File: src/rtl/fp_mac_pkg.sv
// Shared constants for the FP MAC adder path: field widths, saturation
// exponent and bit positions inside the raw align/add sum.
package fp_mac_pkg;

  localparam int EXP_W  = 8;
  localparam int FRAC_W = 23;
  localparam int RAW_W  = 28;

  // Raw sum minus the carry bit: {hidden, fraction, G, R, S}
  localparam int NORM_W = RAW_W - 1;
  localparam int LZ_W   = 5;

  localparam logic [EXP_W-1:0] EXP_MAX = '1;

  localparam int CARRY_BIT  = RAW_W - 1;
  localparam int HIDDEN_BIT = RAW_W - 2;
  localparam int G_BIT      = 2;
  localparam int R_BIT      = 1;
  localparam int S_BIT      = 0;

endpackage

File: src/rtl/fp_lzc.sv
// Leading-zero counter over the 27-bit {hidden, fraction, G, R, S} field.
// The count is taken relative to the top bit; an all-zero input gives 27.
module fp_lzc
  import fp_mac_pkg::*;
(
  input  logic [NORM_W-1:0] din,
  output logic [LZ_W-1:0]   count
);

  // Scan upward so the highest set bit is the last one to write the count
  always_comb begin
    count = LZ_W'(NORM_W);
    for (int i = 0; i < NORM_W; i++) begin
      if (din[i]) begin
        count = LZ_W'(NORM_W - 1 - i);
      end
    end
  end

endmodule

File: src/rtl/fp_adder_normalize_round.sv
// Normalize and round-to-nearest-even stage of the FP MAC adder path.
// Stage 1 normalizes the raw sum (carry shift or leading-zero shift),
// stage 2 rounds and resolves overflow/underflow. Subnormals flush to zero.
module fp_adder_normalize_round #(
  parameter int EXP_W  = fp_mac_pkg::EXP_W,
  parameter int FRAC_W = fp_mac_pkg::FRAC_W,
  parameter int RAW_W  = fp_mac_pkg::RAW_W
) (
  input  logic              clock,
  input  logic              resetn,
  input  logic              in_valid,
  output logic              in_ready,
  input  logic              in_sign,
  input  logic [EXP_W-1:0]  in_exponent,
  input  logic [RAW_W-1:0]  in_raw,
  output logic              out_valid,
  input  logic              out_ready,
  output logic              sign,
  output logic [EXP_W-1:0]  exponent,
  output logic [FRAC_W:0]   significand,
  output logic              overflow,
  output logic              underflow
);

  import fp_mac_pkg::*;

  localparam int SIG_W = FRAC_W + 1;
  localparam int XE_W  = EXP_W + 2;

  // Exponents are widened and signed so e-lz and e+1 never wrap
  localparam logic signed [XE_W-1:0] ONE_S     = XE_W'(1);
  localparam logic signed [XE_W-1:0] ZERO_S    = '0;
  localparam logic signed [XE_W-1:0] EXP_MAX_S = $signed({2'b00, {EXP_W{1'b1}}});

  // Round-to-nearest-even on {significand, G, R, S}; MSB of result is the carry out
  function automatic logic [SIG_W:0] round_rne(input logic [NORM_W-1:0] n);
    logic [SIG_W-1:0] sig;
    logic             up;
    sig = n[NORM_W-1:G_BIT+1];
    up  = n[G_BIT] & (n[R_BIT] | n[S_BIT] | sig[0]);
    return {1'b0, sig} + (SIG_W+1)'(up);
  endfunction

  // An exponent at or above the all-ones code saturates to infinity
  function automatic logic exp_saturates(input logic signed [XE_W-1:0] e);
    return e >= EXP_MAX_S;
  endfunction

  logic              advance;
  logic [LZ_W-1:0]   lz;

  logic [NORM_W-1:0] norm_c;
  logic [EXP_W-1:0]  exp_c;
  logic              ovf_c;
  logic              unf_c;
  logic signed [XE_W-1:0] exp_inc_c;
  logic signed [XE_W-1:0] exp_sub_c;

  logic              vld_p1;
  logic              sign_p1;
  logic [EXP_W-1:0]  exp_p1;
  logic [NORM_W-1:0] norm_p1;
  logic              ovf_p1;
  logic              unf_p1;

  logic [SIG_W:0]    rounded_c;
  logic signed [XE_W-1:0] exp_rnd_c;
  logic [SIG_W-1:0]  sig2_c;
  logic [EXP_W-1:0]  exp2_c;
  logic              ovf2_c;

  logic              vld_p2;
  logic              sign_p2;
  logic [EXP_W-1:0]  exp_p2;
  logic [SIG_W-1:0]  sig_p2;
  logic              ovf_p2;
  logic              unf_p2;

  // Both stages move together whenever the output slot is free or draining
  assign advance  = !vld_p2 || out_ready;
  assign in_ready = advance;

  fp_lzc u_lzc (
    .din   (in_raw[HIDDEN_BIT:0]),
    .count (lz)
  );

  // ---- Stage 1: normalize ----
  // Pick carry shift, leading-zero shift or exact zero and flag range errors
  always_comb begin
    norm_c    = '0;
    exp_c     = '0;
    ovf_c     = 1'b0;
    unf_c     = 1'b0;
    exp_inc_c = $signed({2'b00, in_exponent}) + ONE_S;
    exp_sub_c = $signed({2'b00, in_exponent}) - $signed({{(XE_W-LZ_W){1'b0}}, lz});
    if (in_raw == '0) begin
      norm_c = '0;
    end else if (in_raw[CARRY_BIT]) begin
      if (exp_saturates(exp_inc_c)) begin
        ovf_c = 1'b1;
      end else begin
        // The bit shifted out of R folds into sticky
        norm_c = {in_raw[CARRY_BIT:G_BIT], in_raw[R_BIT] | in_raw[S_BIT]};
        exp_c  = exp_inc_c[EXP_W-1:0];
      end
    end else begin
      if (exp_sub_c <= ZERO_S) begin
        unf_c = 1'b1;
      end else begin
        norm_c = in_raw[HIDDEN_BIT:0] << lz;
        exp_c  = exp_sub_c[EXP_W-1:0];
      end
    end
  end

  // Stage 1 register; holds while the output is stalled
  always_ff @(posedge clock) begin
    if (!resetn) begin
      vld_p1  <= 1'b0;
      sign_p1 <= 1'b0;
      exp_p1  <= '0;
      norm_p1 <= '0;
      ovf_p1  <= 1'b0;
      unf_p1  <= 1'b0;
    end else if (advance) begin
      vld_p1  <= in_valid;
      sign_p1 <= in_sign;
      exp_p1  <= exp_c;
      norm_p1 <= norm_c;
      ovf_p1  <= ovf_c;
      unf_p1  <= unf_c;
    end
  end

  // ---- Stage 2: round ----
  // Round, absorb the rounding carry, then apply infinity/zero substitution
  always_comb begin
    rounded_c = round_rne(norm_p1);
    exp_rnd_c = $signed({2'b00, exp_p1}) + ONE_S;
    sig2_c    = rounded_c[SIG_W-1:0];
    exp2_c    = exp_p1;
    ovf2_c    = ovf_p1;
    if (rounded_c[SIG_W]) begin
      sig2_c = {1'b1, {FRAC_W{1'b0}}};
      if (exp_saturates(exp_rnd_c)) begin
        ovf2_c = 1'b1;
      end else begin
        exp2_c = exp_rnd_c[EXP_W-1:0];
      end
    end
    if (ovf2_c) begin
      exp2_c = EXP_MAX;
      sig2_c = '0;
    end
    if (unf_p1) begin
      exp2_c = '0;
      sig2_c = '0;
    end
  end

  // Output register; results hold while out_valid && !out_ready
  always_ff @(posedge clock) begin
    if (!resetn) begin
      vld_p2  <= 1'b0;
      sign_p2 <= 1'b0;
      exp_p2  <= '0;
      sig_p2  <= '0;
      ovf_p2  <= 1'b0;
      unf_p2  <= 1'b0;
    end else if (advance) begin
      vld_p2  <= vld_p1;
      sign_p2 <= sign_p1;
      exp_p2  <= exp2_c;
      sig_p2  <= sig2_c;
      ovf_p2  <= ovf2_c;
      unf_p2  <= unf_p1;
    end
  end

  assign out_valid   = vld_p2;
  assign sign        = sign_p2;
  assign exponent    = exp_p2;
  assign significand = sig_p2;
  assign overflow    = ovf_p2;
  assign underflow   = unf_p2;

endmodule

File: config.mk
export PLATFORM = sky130hd
export DESIGN_NAME = fp_adder_normalize_round
export DESIGN_NICKNAME = d
export VERILOG_FILES = /design/src/rtl/fp_mac_pkg.sv /design/src/rtl/fp_lzc.sv /design/src/rtl/fp_adder_normalize_round.sv
export SDC_FILE = /design/constraint.sdc
export NUM_CORES = 1
export LEC_CHECK = 0
export ABC_AREA = 1
export BUFFER_PORTS_ARGS = -buffer_cell sky130_fd_sc_hd__buf_2
export CAP_MARGIN = 20
export CORE_MARGIN = 10
export CORE_UTILIZATION = 60
export CTS_BUF_LIST = sky130_fd_sc_hd__clkbuf_4
export CTS_CLUSTER_DIAMETER = 50
export DETAILED_ROUTE_END_ITERATION = 10
export PLACE_DENSITY_LB_ADDON = 0.05
export SYNTH_ARGS = -nofsm -noshare
export SYNTH_HDL_FRONTEND = slang
export SYNTH_SLANG_ARGS = --single-unit
File: constraint.sdc
create_clock -name clock -period 9.3 [get_ports clock]
set_input_delay 1.395 -clock clock [delete_from_list [all_inputs] [get_ports clock]]
set_output_delay 1.395 -clock clock [all_outputs]
set_load 0.03 [all_outputs]
==> out/results.ini <==
[outcome]
outcome = completed

[clock_network]
cts_buffer_depth = 2
cts_sinks = 75
cts_setup_buffers = 0
clk_latency_ns = 0.41
cts_max_level = 3
clkSlewWorstSetupHoldPaths_ns = 0.10
cts_made_buffers = 9
tritoncts = built
hold_buffers = 0
cts.repair.resized = 0
cts_root_buf = clkbuf_4

[synthesis]
yosys_most_used_dff = dfxtp_1
yosysWarnings = 0
yosysSeqAreaShare_pct = 25.22
synth_nets = 1036
synth_cell_types = 43
postSynthCellCount = 984
async_reset_ff_share_pct = 0
synth-edff-count = 0
synth_area_mm2 = 0.005953
avgSynthCellArea_um2 = 6.050
ys_seq_elements = 75

[routing]
ant_nets = 0
num_vias = 6695
drt_iter0_markers = 784
via_per_inst = 5.717
wl_per_cell_um = 14.94
firstDrtPassIters = 7
drcViolationCount = 0
finalWirelength_um = 17490

[worst_setup_path]
cp-end-kind = flop
start_kind = primary input
crit_required_ns = 9.64
crit_family = compound AO/OA/AOI/OAI gates
path_class = in2reg
critPathMostFrequentCell = nand3_1
crit_slowest_cell = nor2_2
slowest_delay_ns = 0.42
arrival_ns = 6.09
path_max_fanout = 27
path_buf_inv = 5

[grt]
globalRouteTotalUtil_pct = 23.19
grt_max_degree = 78
grt_first_pass_wirelength_um = 28280
grt-ovfl-total = 0
grt_pass1_vias = 5891
antenna_found_initial = 1

[hold_path]
hp-class = reg2reg

[power]
power.leakage_nw = 3.008
total_power_uw = 778.6
ir_drop_v = 0.00006434
power_density_mw_per_mm2 = 121.3

[die]
die_y_um = 119.6
start_util_pct = 61.19
dieArea_mm2 = 0.01431
rows = 36
io_pins = 78
coreArea_mm2 = 0.009729
die_w_um = 119.6

[place]
dpl.cell_count = 1154
gp_congestion = 0.9911
dp_hpwl_um = 13550
io_buffers = 77
place_ws_ns = 3.240

[sta]
hold_viol = 0
period_share_pct = 61.79
max_freq_mhz = 174.0
rsz0062_at_grt = no
setup-violations-final = 0
setup_slack_ns = 3.553
skew_ns = 0.01120
worstMarginPinSlew_ns = 1.017
setup_total_negative_slack_ns = 0
min_period_ns = 5.747
slew_headroom_pct = 32.12
slew_violations = 0

[final_layout]
final_util_pct = 65.96
syn_to_final_growth_pct = 7.797
nets = 1084
layout_common_cells = nand2_1 (288), nand3_1 (149), a21oi_1 (97)
final_common_cell = nand2_1
final_cells = 1171
drive_above_1_share_pct = 13.40

[flow_run]
drv_cap = 0

Yosys cell counts (2+ instances only):
cell / instances / share of area, %
o21ai_0: 33 / 2.8
nand3_1: 149 / 13
buf_4: 4 / 0.50
nor4_1: 9 / 0.95
nand4_1: 14 / 1.5
nand2_4: 2 / 0.38
o211ai_1: 15 / 1.9
o22ai_1: 3 / 0.32
or2_2: 4 / 0.42
nand3_2: 14 / 2.4
nor2_2: 2 / 0.21
a21oi_1: 97 / 8.2
nand3b_1: 4 / 0.50
clkinv_1: 3 / 0.19
xor2_1: 15 / 2.2
buf_2: 11 / 0.92
o21ai_1: 17 / 1.4
xnor2_1: 4 / 0.59
dfxtp_1: 75 / 25
buf_6: 5 / 0.95
inv_1: 90 / 5.7
nor2_1: 45 / 2.8
inv_2: 4 / 0.25
nand2_2: 2 / 0.21
o221ai_1: 3 / 0.44
a21oi_2: 10 / 1.5
ha_1: 10 / 2.1
clkbuf_1: 25 / 1.6
nor3_1: 13 / 1.1
nand2_1: 288 / 18
a31oi_1: 2 / 0.21
flip-flops by register name (all words and copies together) (netlist names), 8 cells and up:
| name | cells |
|---|---|
| significand | 24 |
| exponent | 8 |
| norm_p1 | 27 |
| exp_p1 | 8 |
routing by layer:
| layer | vias to the layer above | global-route usage (%) | part of all wire (%) |
|---|---|---|---|
| li1 | 3389 | - | - |
| met1 | 2946 | 31.54 | 44 |
| met2 | 320 | 35.21 | 43 |
| met3 | 40 | 3.985 | 9.0 |
| met4 | 0 | 10.18 | 3.5 |
| met5 | - | 0 | 0 |
where the power goes:
part           switching, mW  total (mW)  internal [mW]
registers             0.0212       0.368          0.347
clock network         0.0983       0.155         0.0572
logic                  0.172       0.255         0.0827
total                  0.292       0.779          0.487
worst register-to-register path: stages (launching register included):
cell and delay [ns]:
dfxtp_1 0.39, nand2_1 0.08, inv_1 0.08, ha_1 0.15, nand2_1 0.08, nor2_1 0.20
nand4_1 0.23, or2_1 0.29, nor2_1 0.09, inv_1 0.07, nor2_1 0.11, nand3_1 0.10
nor2_1 0.17, nand2_1 0.09, nor2_1 0.13, nand2_1 0.11, nor2_1 0.14, nand2_1 0.08
inv_1 0.09, nor4_2 0.04, buf_4 0.23, a22oi_1 0.18, nor2_1 0.06
metrics by stage:
stage | hold slack (ns) | cell area, µm²
finish | 0.4652 | 6417
global route | 0.4877 | 6417
CTS | 0.4677 | 6415
detailed placement | 0.4525 | 6312
global placement | 0.4483 | 6312
floorplan | 0.4291 | 5953
area by class of cell:
| cell class | count | area [µm²] |
|---|---|---|
| multi-input cells | 764 | 3835 |
| fillers | 1022 | 3312 |
| flip-flops and latches | 75 | 1501 |
| repair buffers | 85 | 445.4 |
| inverters | 97 | 364.1 |
| well taps | 133 | 166.4 |
| clock buffers | 11 | 82.58 |
| clock inverters | 5 | 20.02 |
| diodes | 1 | 2.502 |
path summary, 6_finish.rpt:
path / start / to / slack (ns) / cells past startpoint
max: in_raw[3] / norm_p1[2]$_SDFFE_PN0P_ / 3.55 / 27
max reg2reg: norm_p1[2]$_SDFFE_PN0P_ / significand[1]$_SDFFE_PN0P_ / 6.01 / 22
min reg2reg: exponent[1]$_SDFFE_PN0P_ / exponent[1]$_SDFFE_PN0P_ / 0.47 / 2
min: exponent[1]$_SDFFE_PN0P_ / exponent[1]$_SDFFE_PN0P_ / 0.47 / 2
logic make-up (layout without fill, tap and decap cells):
family                   after synthesis  count (layout)  synth area share, %
AO/OA/AOI/OAI                        186             186                17.57
XOR/XNOR                              19              19                2.795
adder cells (fa/ha/maj)               11              11                2.438
buffers and inverters                145             198                10.59
flip-flops                            75              75                25.22
other                                  0               1                    0
AND/OR/NAND/NOR                      548             548                41.38
Note: power is estimated with default switching activity, not from simulation.
